$ cat src/rtl/uart_tx_io_if.sv
// uart_tx_io_if: CPU IO-bus connection of the UART transmitter peripheral.
// master = CPU side (strobes, address, store data); slave = peripheral (load data).
interface uart_tx_io_if;
    logic        io_sel;
    logic        ioWrite;
    logic        ioRead;
    logic        io_addr;
    logic [31:0] wdata;
    logic [31:0] rdata;

    modport master (
        output io_sel,
        output ioWrite,
        output ioRead,
        output io_addr,
        output wdata,
        input  rdata
    );

    modport slave (
        input  io_sel,
        input  ioWrite,
        input  ioRead,
        input  io_addr,
        input  wdata,
        output rdata
    );
endinterface

$ cat src/rtl/uart_tx_io.sv
// uart_tx_io: memory-mapped UART transmitter. Bytes stored to TXDATA are
// buffered in a FIFO and sent 8N1, LSB first, on tx; STATUS is polled by load.
// Ports: clock, reset (sync, active high), bus (uart_tx_io_if.slave:
// io_sel/ioWrite/ioRead/io_addr/wdata in, rdata out), tx (registered, idle 1).
// Option: define UART_TX_PARITY_EN to insert an even-parity bit before stop.
module uart_tx_io #(
    parameter int CLK_HZ     = 23000000,
    parameter int BAUD       = 115200,
    parameter int FIFO_DEPTH = 8
) (
    input  logic        clock,
    input  logic        reset,
    uart_tx_io_if.slave bus,
    output logic        tx
);
    localparam int DIV = CLK_HZ / BAUD;
    localparam int BW  = $clog2(DIV);
    localparam int AW  = $clog2(FIFO_DEPTH);

    localparam logic [BW-1:0] BAUD_LAST = BW'(DIV - 1);
    localparam logic [3:0]    DEPTH_C   = 4'(FIFO_DEPTH);

    typedef enum logic [2:0] {
        IDLE,
        START,
        DATA,
        PARITY,
        STOP
    } state_t;

    state_t state_q;
    state_t state_d;

    logic [7:0]    mem [FIFO_DEPTH];
    logic [AW-1:0] wr_ptr_q;
    logic [AW-1:0] rd_ptr_q;
    logic [3:0]    count_q;
    logic          ovf_q;

    logic [BW-1:0] baud_q;
    logic [BW-1:0] baud_d;
    logic [2:0]    bit_q;
    logic [2:0]    bit_d;
    logic [7:0]    shift_q;
    logic [7:0]    shift_d;
    logic          tx_d;

    logic          empty;
    logic          full;
    logic          busy;
    logic          push_req;
    logic          push;
    logic          pop;
    logic          stat_rd;
    logic          baud_end;
    logic          bit_last;
    logic [7:0]    head;
    logic          unused_wdata;

    assign empty    = count_q == 4'd0;
    assign full     = count_q == DEPTH_C;
    assign busy     = state_q != IDLE;
    assign push_req = bus.io_sel & bus.ioWrite & ~bus.io_addr;
    // Full is judged on the pre-edge count, so a same-cycle pop cannot rescue it.
    assign push     = push_req & ~full;
    assign stat_rd  = bus.io_sel & bus.ioRead & bus.io_addr;
    assign baud_end = baud_q == BAUD_LAST;
    assign bit_last = bit_q == 3'd7;
    assign head     = mem[rd_ptr_q];

    assign unused_wdata = ^bus.wdata[31:8];

    assign bus.rdata = stat_rd
        ? {24'd0, count_q, ovf_q, empty, full, busy}
        : 32'd0;

    // FIFO storage: no reset needed, occupancy is tracked by count_q.
    always_ff @(posedge clock) begin
        if (push) begin
            mem[wr_ptr_q] <= bus.wdata[7:0];
        end
    end

    always_ff @(posedge clock) begin
        if (reset) begin
            wr_ptr_q <= '0;
            rd_ptr_q <= '0;
            count_q  <= 4'd0;
            ovf_q    <= 1'b0;
        end else begin
            if (push) begin
                wr_ptr_q <= wr_ptr_q + AW'(1);
            end
            if (pop) begin
                rd_ptr_q <= rd_ptr_q + AW'(1);
            end
            case ({push, pop})
                2'b10:   count_q <= count_q + 4'd1;
                2'b01:   count_q <= count_q - 4'd1;
                default: count_q <= count_q;
            endcase
            // An overflowing push beats a same-cycle clear.
            if (push_req & full) begin
                ovf_q <= 1'b1;
            end else if (stat_rd) begin
                ovf_q <= 1'b0;
            end
        end
    end

`ifdef UART_TX_PARITY_EN
    // Even parity captured at load time, before the shifter is consumed.
    logic par_q;

    always_ff @(posedge clock) begin
        if (reset) begin
            par_q <= 1'b0;
        end else if (pop) begin
            par_q <= ^head;
        end
    end
`endif

    // FSM: state and datapath registers.
    always_ff @(posedge clock) begin
        if (reset) begin
            state_q <= IDLE;
            baud_q  <= '0;
            bit_q   <= 3'd0;
            shift_q <= 8'd0;
            tx      <= 1'b1;
        end else begin
            state_q <= state_d;
            baud_q  <= baud_d;
            bit_q   <= bit_d;
            shift_q <= shift_d;
            tx      <= tx_d;
        end
    end

    // FSM: next state.
    always_comb begin
        state_d = state_q;
        case (state_q)
            IDLE: begin
                if (!empty) begin
                    state_d = START;
                end
            end
            START: begin
                if (baud_end) begin
                    state_d = DATA;
                end
            end
            DATA: begin
                if (baud_end && bit_last) begin
`ifdef UART_TX_PARITY_EN
                    state_d = PARITY;
`else
                    state_d = STOP;
`endif
                end
            end
`ifdef UART_TX_PARITY_EN
            PARITY: begin
                if (baud_end) begin
                    state_d = STOP;
                end
            end
`endif
            STOP: begin
                // Back-to-back frames: a queued byte skips IDLE entirely.
                if (baud_end) begin
                    state_d = empty ? IDLE : START;
                end
            end
            default: state_d = IDLE;
        endcase
    end

    // FSM: outputs, FIFO pop and bit timing.
    always_comb begin
        pop     = 1'b0;
        tx_d    = tx;
        baud_d  = baud_end ? '0 : baud_q + BW'(1);
        bit_d   = bit_q;
        shift_d = shift_q;
        case (state_q)
            IDLE: begin
                baud_d = '0;
                if (!empty) begin
                    pop     = 1'b1;
                    tx_d    = 1'b0;
                    shift_d = head;
                end
            end
            START: begin
                if (baud_end) begin
                    tx_d    = shift_q[0];
                    shift_d = {1'b0, shift_q[7:1]};
                    bit_d   = 3'd0;
                end
            end
            DATA: begin
                if (baud_end) begin
                    if (bit_last) begin
`ifdef UART_TX_PARITY_EN
                        tx_d = par_q;
`else
                        tx_d = 1'b1;
`endif
                        bit_d = 3'd0;
                    end else begin
                        tx_d    = shift_q[0];
                        shift_d = {1'b0, shift_q[7:1]};
                        bit_d   = bit_q + 3'd1;
                    end
                end
            end
`ifdef UART_TX_PARITY_EN
            PARITY: begin
                if (baud_end) begin
                    tx_d = 1'b1;
                end
            end
`endif
            STOP: begin
                if (baud_end && !empty) begin
                    pop     = 1'b1;
                    tx_d    = 1'b0;
                    shift_d = head;
                end
            end
            default: begin
                baud_d = '0;
                tx_d   = 1'b1;
            end
        endcase
    end
endmodule

$ cat src/flat_wrapper.sv
// flat-port wrapper written by rule: the top's interface ports become plain ports
module uart_tx_io_flat 
#(
    parameter int CLK_HZ     = 23000000,
    parameter int BAUD       = 115200,
    parameter int FIFO_DEPTH = 8
)
  (clock, reset, tx, bus_io_sel, bus_ioWrite, bus_ioRead, bus_io_addr, bus_wdata, bus_rdata);
  uart_tx_io_if bus_i ();
  input  logic clock;
  input  logic reset;
  output logic tx;
  input wire logic [$bits(bus_i.io_sel)-1:0] bus_io_sel;
  input wire logic [$bits(bus_i.ioWrite)-1:0] bus_ioWrite;
  input wire logic [$bits(bus_i.ioRead)-1:0] bus_ioRead;
  input wire logic [$bits(bus_i.io_addr)-1:0] bus_io_addr;
  input wire logic [$bits(bus_i.wdata)-1:0] bus_wdata;
  output wire logic [$bits(bus_i.rdata)-1:0] bus_rdata;
  assign bus_i.io_sel = bus_io_sel;
  assign bus_i.ioWrite = bus_ioWrite;
  assign bus_i.ioRead = bus_ioRead;
  assign bus_i.io_addr = bus_io_addr;
  assign bus_i.wdata = bus_wdata;
  assign bus_rdata = bus_i.rdata;
  uart_tx_io #(.CLK_HZ(CLK_HZ), .BAUD(BAUD), .FIFO_DEPTH(FIFO_DEPTH)) u_core (.clock(clock), .reset(reset), .bus(bus_i), .tx(tx));
endmodule
$ cat config.mk
export PLATFORM = sky130hd
export DESIGN_NAME = uart_tx_io_flat
export DESIGN_NICKNAME = d
export VERILOG_FILES = /design/src/rtl/uart_tx_io_if.sv /design/src/rtl/uart_tx_io.sv /design/src/flat_wrapper.sv
export SDC_FILE = /design/constraint.sdc
export NUM_CORES = 1
export LEC_CHECK = 0
export CAP_MARGIN = 30
export CORE_MARGIN = 3
export CORE_UTILIZATION = 45
export CTS_CLUSTER_DIAMETER = 50
export DETAILED_ROUTE_END_ITERATION = 12
export DONT_BUFFER_PORTS = 1
export PLACE_DENSITY = 0.6
export SYNTH_ARGS = -nofsm -noshare
export SYNTH_HDL_FRONTEND = slang
export SYNTH_SLANG_ARGS = --single-unit
$ cat constraint.sdc
create_clock -name clock -period 6.9 [get_ports clock]
set_clock_uncertainty 0.05 [all_clocks]
set_input_delay 0.69 -clock clock [delete_from_list [all_inputs] [get_ports clock]]
set_output_delay 0.69 -clock clock [all_outputs]
set_load 0.005 [all_outputs]
# Word level (Yosys, flattened, before mapping)
# Memories as Yosys holds them, arrays and structs flattened. A register that Yosys moved wholly into a read port is not among the register bits.
# Index checks and enable logic that the tools add are counted.
dict set report classes {
  muxes 33
  add_sub_neg 6
  n_eq_ne 15
  n_reduce_logical 16
  bitwise 9
}
# op n
set ops {}
lappend ops {{2-to-1 mux 8 bit} 6}
lappend ops {{one-hot mux 8 bit (4 select lines)} 1}
lappend ops {{2-to-1 mux 3 bit} 9}
lappend ops {{2-to-1 mux 1 bit} 12}
lappend ops {{one-hot mux 3 bit (4 select lines)} 1}
lappend ops {{!= test 2 x 1 -> 1 bit (second input constant)} 5}
lappend ops {{adder 3 x 1 -> 3 bit (second input constant)} 3}
lappend ops {{adder 8 x 1 -> 8 bit (second input constant)} 1}
lappend ops {{equality test 8 bit (second input constant)} 1}
lappend ops {{one-hot mux 4 bit (2 select lines)} 1}
lappend ops {{AND reduction 4 bit} 2}
lappend ops {{AND 1 bit} 6}
lappend ops {{equality test 3 bit (second input constant)} 2}
lappend ops {{one-hot mux 3 bit (2 select lines)} 1}
lappend ops {{AND reduction 6 bit} 1}
lappend ops {{nonzero test 2 bit} 3}
lappend ops {{OR reduction 3 bit} 2}
lappend ops {{adder 4 x 1 -> 4 bit (second input constant)} 1}
lappend ops {{equality test 4 bit (second input constant)} 1}
lappend ops {{logical NOT 4 bit} 1}
lappend ops {{!= test 2 bit (second input constant)} 2}
lappend ops {{one-hot mux 1 bit (4 select lines)} 1}
lappend ops {{nonzero test 4 bit} 1}
lappend ops {{subtractor 4 x 1 -> 4 bit (second input constant)} 1}
lappend ops {{other kinds (11)} 14}
dict set report word_totals {
  output_inout_bits 33
  input_bits 38
  ff_bits 34
  memories 1
  ramBits 64
}
# name depth width rd rd_ports_with_merged_regs write_ports line
set mem_list {}
lappend mem_list {u_core.mem 8 8 1 1 1 uart_tx_io.sv:34} ;# logic [7:0] mem [FIFO_DEPTH];

# Longest topological paths before layout
dict set report logic_depth {
  word_depth 7
  mapped_depth 12
}

# Worst setup path before layout
# No wires, ideal clock.
dict set report synth_timing {
  path_type {reg-to-reg}
  from {register u_core.baud_q[0]}
  to {register u_core.count_q[2]}
  arrival_time_ps 2399
  period_less_slack_ps 2519
  t_required_ps 6779
  path_slack_ps 4381
  path_buffers 0
  stages_incl_launch_ff 13
  path_cell_list {dfxtp_1 > inv_1 > ha_1 > and4b_1 > a21oi_1 > nor2_1 > ha_1 > xor2_1 > ha_1 > a21oi_1 > xor2_1 > or3_1 > a21oi_1}
}
dict set report synth_between {
  elab_chain_cells 6
  elab_cells_between_ends 8
  cone_classes {3 x eq/ne; 3 x mux; 2 x reduce/logical}
}
# item line
set synth_lines {}
lappend synth_lines {{from (decl)} uart_tx_io.sv:40} ;# logic [BW-1:0] baud_q;
lappend synth_lines {{from (signal assigned)} uart_tx_io.sv:134} ;# baud_q <= baud_d;
lappend synth_lines {{equality test 8 bit (*)} uart_tx_io.sv:67} ;# assign baud_end = baud_q == BAUD_LAST;
lappend synth_lines {{logical AND 1 bit (*)} uart_tx_io.sv:228} ;# if (baud_end && !empty) begin
lappend synth_lines {{2-to-1 mux 1 bit (*)} uart_tx_io.sv:228}
lappend synth_lines {{one-hot mux 1 bit (2 select lines) (*)} uart_tx_io.sv:188} ;# case (state_q)
lappend synth_lines {{named net u_core.pop} uart_tx_io.sv:53} ;# logic pop;
lappend synth_lines {{equality test 2 x 1 -> 1 bit / equality test 2 bit (equally long branches)} uart_tx_io.sv:97} ;# case ({push, pop})
lappend synth_lines {{one-hot mux 4 bit (2 select lines) / nonzero test 2 bit (equally long branches)} --}
lappend synth_lines {{to (signal assigned)} uart_tx_io.sv:98} ;# 2'b10: count_q <= count_q + 4'd1;
lappend synth_lines {{to (signal assigned)} uart_tx_io.sv:99} ;# 2'b01: count_q <= count_q - 4'd1;
lappend synth_lines {{to (signal assigned)} uart_tx_io.sv:100} ;# default: count_q <= count_q;
lappend synth_lines {{to (decl)} uart_tx_io.sv:37} ;# logic [3:0] count_q;
# The timed path passes the listed nets; every way through them passes the cells marked *.
# A chain may end at the register's enable or synchronous reset.

# Worst setup path in the final report
# Ends and elaborated chain as after synthesis.

==> run_results.csv <==
group,metric,value,unit
yosys,synth-simple-area-share,0.124,
sta,min_period,2820,ps
die,num_rows,36,
cts,postCtsHoldBufs,0,
yosys,synthTopCellsByArea,"edfxtp_1 40%, dfxtp_1 16%, mux2i_1 6.9%",
flow_run,maxCapViolCount,0,
pwr,p_leak,1.67,nW
grt,track_usage,0.160,
cts,cts_buffers,9,
sta,slew_headroom,0.359,
yosys,synth_area_per_cell,12.4,um^2
die,ios,71,
cts,path_clk_slew,100,ps
yosys,yosys_warnings,0,
drt,wl_per_cell,17.1,um
drt,drt_iter0_markers,142,
sta,setup_viol,0,
yosys,yosys.area_share.adder,0.0236,
yosys,yosysUniqueCellTypes,64,
yosys,synthMuxAreaShare,0.0763,
cts,clk_latency,370,ps
placed_design,dpl.cell_count,501,
yosys,yosysTopAreaCellShare,0.403,
cells_and_area,utilization,0.489,
grt,grt_pass1_vias,2736,
yosys,synth_compound_area_frac,0.117,
yosys,syn-instance-count,384,
sta,hold_viol,0,
hold_path,hold_path.class,"in2reg",
yosys,synth_top_area_cell,"edfxtp_1",
yosys,ys.flop_type,"edfxtp_1",
pwr,pwr-share-comb,0.318,
sta,report.final.slew_viol_count,0,
die,fp.dieH,109,um
cells_and_area,drive_above_1_share,0.109,
drt,via_per_inst,5.49,
status,status,"finished, final reports clean",
grt,antenna_found_initial,0,
yosys,netlist_area,4770,um^2
die,die_w,109,um
grt,grt_max_degree,32,
yosys,synth-seq-area-share,0.558,
cts,htree_num_levels,3,
pwr,ir_drop,0.161,mV
drt,drc,0,
cts,clock_sinks,101,
cells_and_area,final_nets,426,
sta,max_slew.worst_pin.slew,959,ps
cts,cts_setup_buffers,0,
cts,post_cts_resized,0,
cts,cts_tree,"yes",
sta,rsz0062_at_grt,"false",
placed_design,io_buffers,0,
placed_design,hpwl,5960,um
placed_design,place_congestion,0.737,
critical_path,crit_path_end_kind,"flip-flop",
die,dieArea,11900,um^2
drt,antenna_left,0,
yosys,synth_edf_count,64,
pwr,p_sw,0.561,mW
pwr,power.density,329,nW/um^2
die,core_area,10000,um^2
cells_and_area,n_antenna_cell,0,
sta,timing.setup.tns,0,ps
pwr,switching_share,0.347,
grt,grt_overflow_total,0,
cts,cts_root_buf,"clkbuf_8",
yosys,synth_xor_area_frac,0.0254,
yosys,synthTopCellsByCount,"64 x edfxtp_1, 37 x dfxtp_1, 33 x mux2i_1, 33 x nor2_1, 27 x buf_4",
drt,first_pass_iters,4,
yosys,async_reset_ff_frac,0,
cells_and_area,area_growth,2.91,%
pwr,seqPwrFrac,0.464,
die,initial_core_util,0.475,
grt,grt_pass1_wl,14200,um
critical_path,crit_required,7160,ps
sta,max_clock_freq,354,MHz
pwr,power.internal,1.05,mW
yosys,ys_ff_latch,101,
critical_path,cp-start-kind,"flip-flop",
drt,vias,2839,
critical_path,cp_max_fo,6,
pwr,pwr-share-clk,0.218,
drt,wirelength,8840,um
yosys,synth_most_common_cell,"edfxtp_1",
cts,clock_path_buffers,2,
yosys,synth_top_family_by_area,"simple AND/OR/NAND/NOR gates",
critical_path,cp_data_arrival_time,3080,ps
cells_and_area,instances_no_fill,517,
sta,final.period_utilization,0.409,
critical_path,crit_type,"reg2reg",
-- worst max-delay path, cell delays in order, from the launching register on --
cell and delay [ps]:
dfxtp_1 380, inv_1 60, ha_1 210, and4b_1 240
a21oi_1 360, nor2_1 160, ha_1 290, xor2_1 160
ha_1 190, a21oi_1 140, xor2_1 90, or3_1 300
a21oi_1 130
-- flip-flops by register name, indices dropped and copies added, names as in the netlist, named ones only --
signal / cells
u_core.mem: 64
u_core.wr_ptr_q: 3
u_core.ovf_q: 1
u_core.state_q: 3
u_core.baud_q: 8
u_core.rd_ptr_q: 3
u_core.count_q: 4
u_core.bit_q: 3
u_core.tx: 1
u_core.shift_q: 8
-- final timing paths --
check                    from                 to  slack, ps  cells after the start
max reg2reg  u_core.baud_q[0]  u_core.count_q[2]       4080                     12
min                     reset  u_core.count_q[2]        320                      1
max          u_core.baud_q[0]  u_core.count_q[2]       4080                     12
min reg2reg  u_core.baud_q[0]   u_core.baud_q[0]        420                      1
-- power by group through the flow --
stage	Combinational [mW]	Sequential [mW]	Clock (mW)
after floorplan	0.481	0.731	0
after global placement	0.506	0.761	0
after detailed placement	0.512	0.764	0
after CTS	0.515	0.750	0.363
after global routing	0.573	0.760	0.390
final	0.514	0.750	0.352
-- stage by stage --
stage	worst slack, ps	power [mW]	hold WS, ps	cell area [um^2]
floorplan	4380	1.21	376	4860
global route	3790	1.72	292	4910
CTS	4060	1.63	306	4910
detailed placement	4090	1.28	400	4730
global placement	4120	1.27	388	4730
finish	4080	1.62	325	4910
-- cell usage in the layout (no fill, tap or decap), drive strengths merged, types with 2 or more instances in the layout --
| cell | synthesis | routed |
|---|---|---|
| edfxtp | 64 | 64 |
| dfxtp | 37 | 37 |
| nor2 | 34 | 34 |
| mux2i | 33 | 33 |
| conb | 1 | 24 |
| a21oi | 16 | 16 |
| nand3 | 14 | 14 |
| a22oi | 12 | 12 |
| xor2 | 11 | 11 |
| nand2 | 10 | 10 |
| clkbuf | 8 | 10 |
| ha | 9 | 9 |
| o21ai | 9 | 9 |
| a211oi | 9 | 9 |
| inv | 4 | 8 |
| and2 | 7 | 7 |
| a222oi | 7 | 7 |
| nor3 | 7 | 7 |
| nand2b | 5 | 5 |
| o31ai | 5 | 5 |
| buf | 36 | 5 |
| or3 | 4 | 4 |
| nor2b | 4 | 4 |
| and3 | 3 | 3 |
| nor4 | 3 | 3 |
| clkinv | 1 | 3 |
| nand4b | 2 | 2 |
| a21o | 2 | 2 |
| nand3b | 2 | 2 |
| o2111ai | 2 | 2 |
| xnor2 | 2 | 2 |
| nand4 | 2 | 2 |
| a2bb2oi | 2 | 2 |
-- routing by layer --
layer	wire length [um]	vias up	GRT usage
met1	3970	1377	0.215
met4	124	0	0.0433
li1	-	1381	-
met3	499	11	0.0480
met2	4250	70	0.251
met5	0	-	0
-- cells by family (layout without fill, tap and decap cells) --
| group | Yosys count | in the layout |
|---|---|---|
| AO/OA/AOI/OAI | 72 | 72 |
| XOR/XNOR | 13 | 13 |
| adder cells (fa/ha/maj) | 9 | 9 |
| buffers and inverters | 49 | 26 |
| flip-flops | 101 | 101 |
| multiplexers | 35 | 35 |
| other | 1 | 24 |
| AND/OR/NAND/NOR | 104 | 104 |
-- area by class of cell --
cell class	instances	area [um^2]
fillers	912	5130
repair buffers	5	37.5
clock buffers	10	128
flip-flops and latches	101	2660
clock inverters	6	52.6
well taps	133	166
inverters	5	18.8
multi-input cells	257	1840
Power figures use the tool's default switching activity.
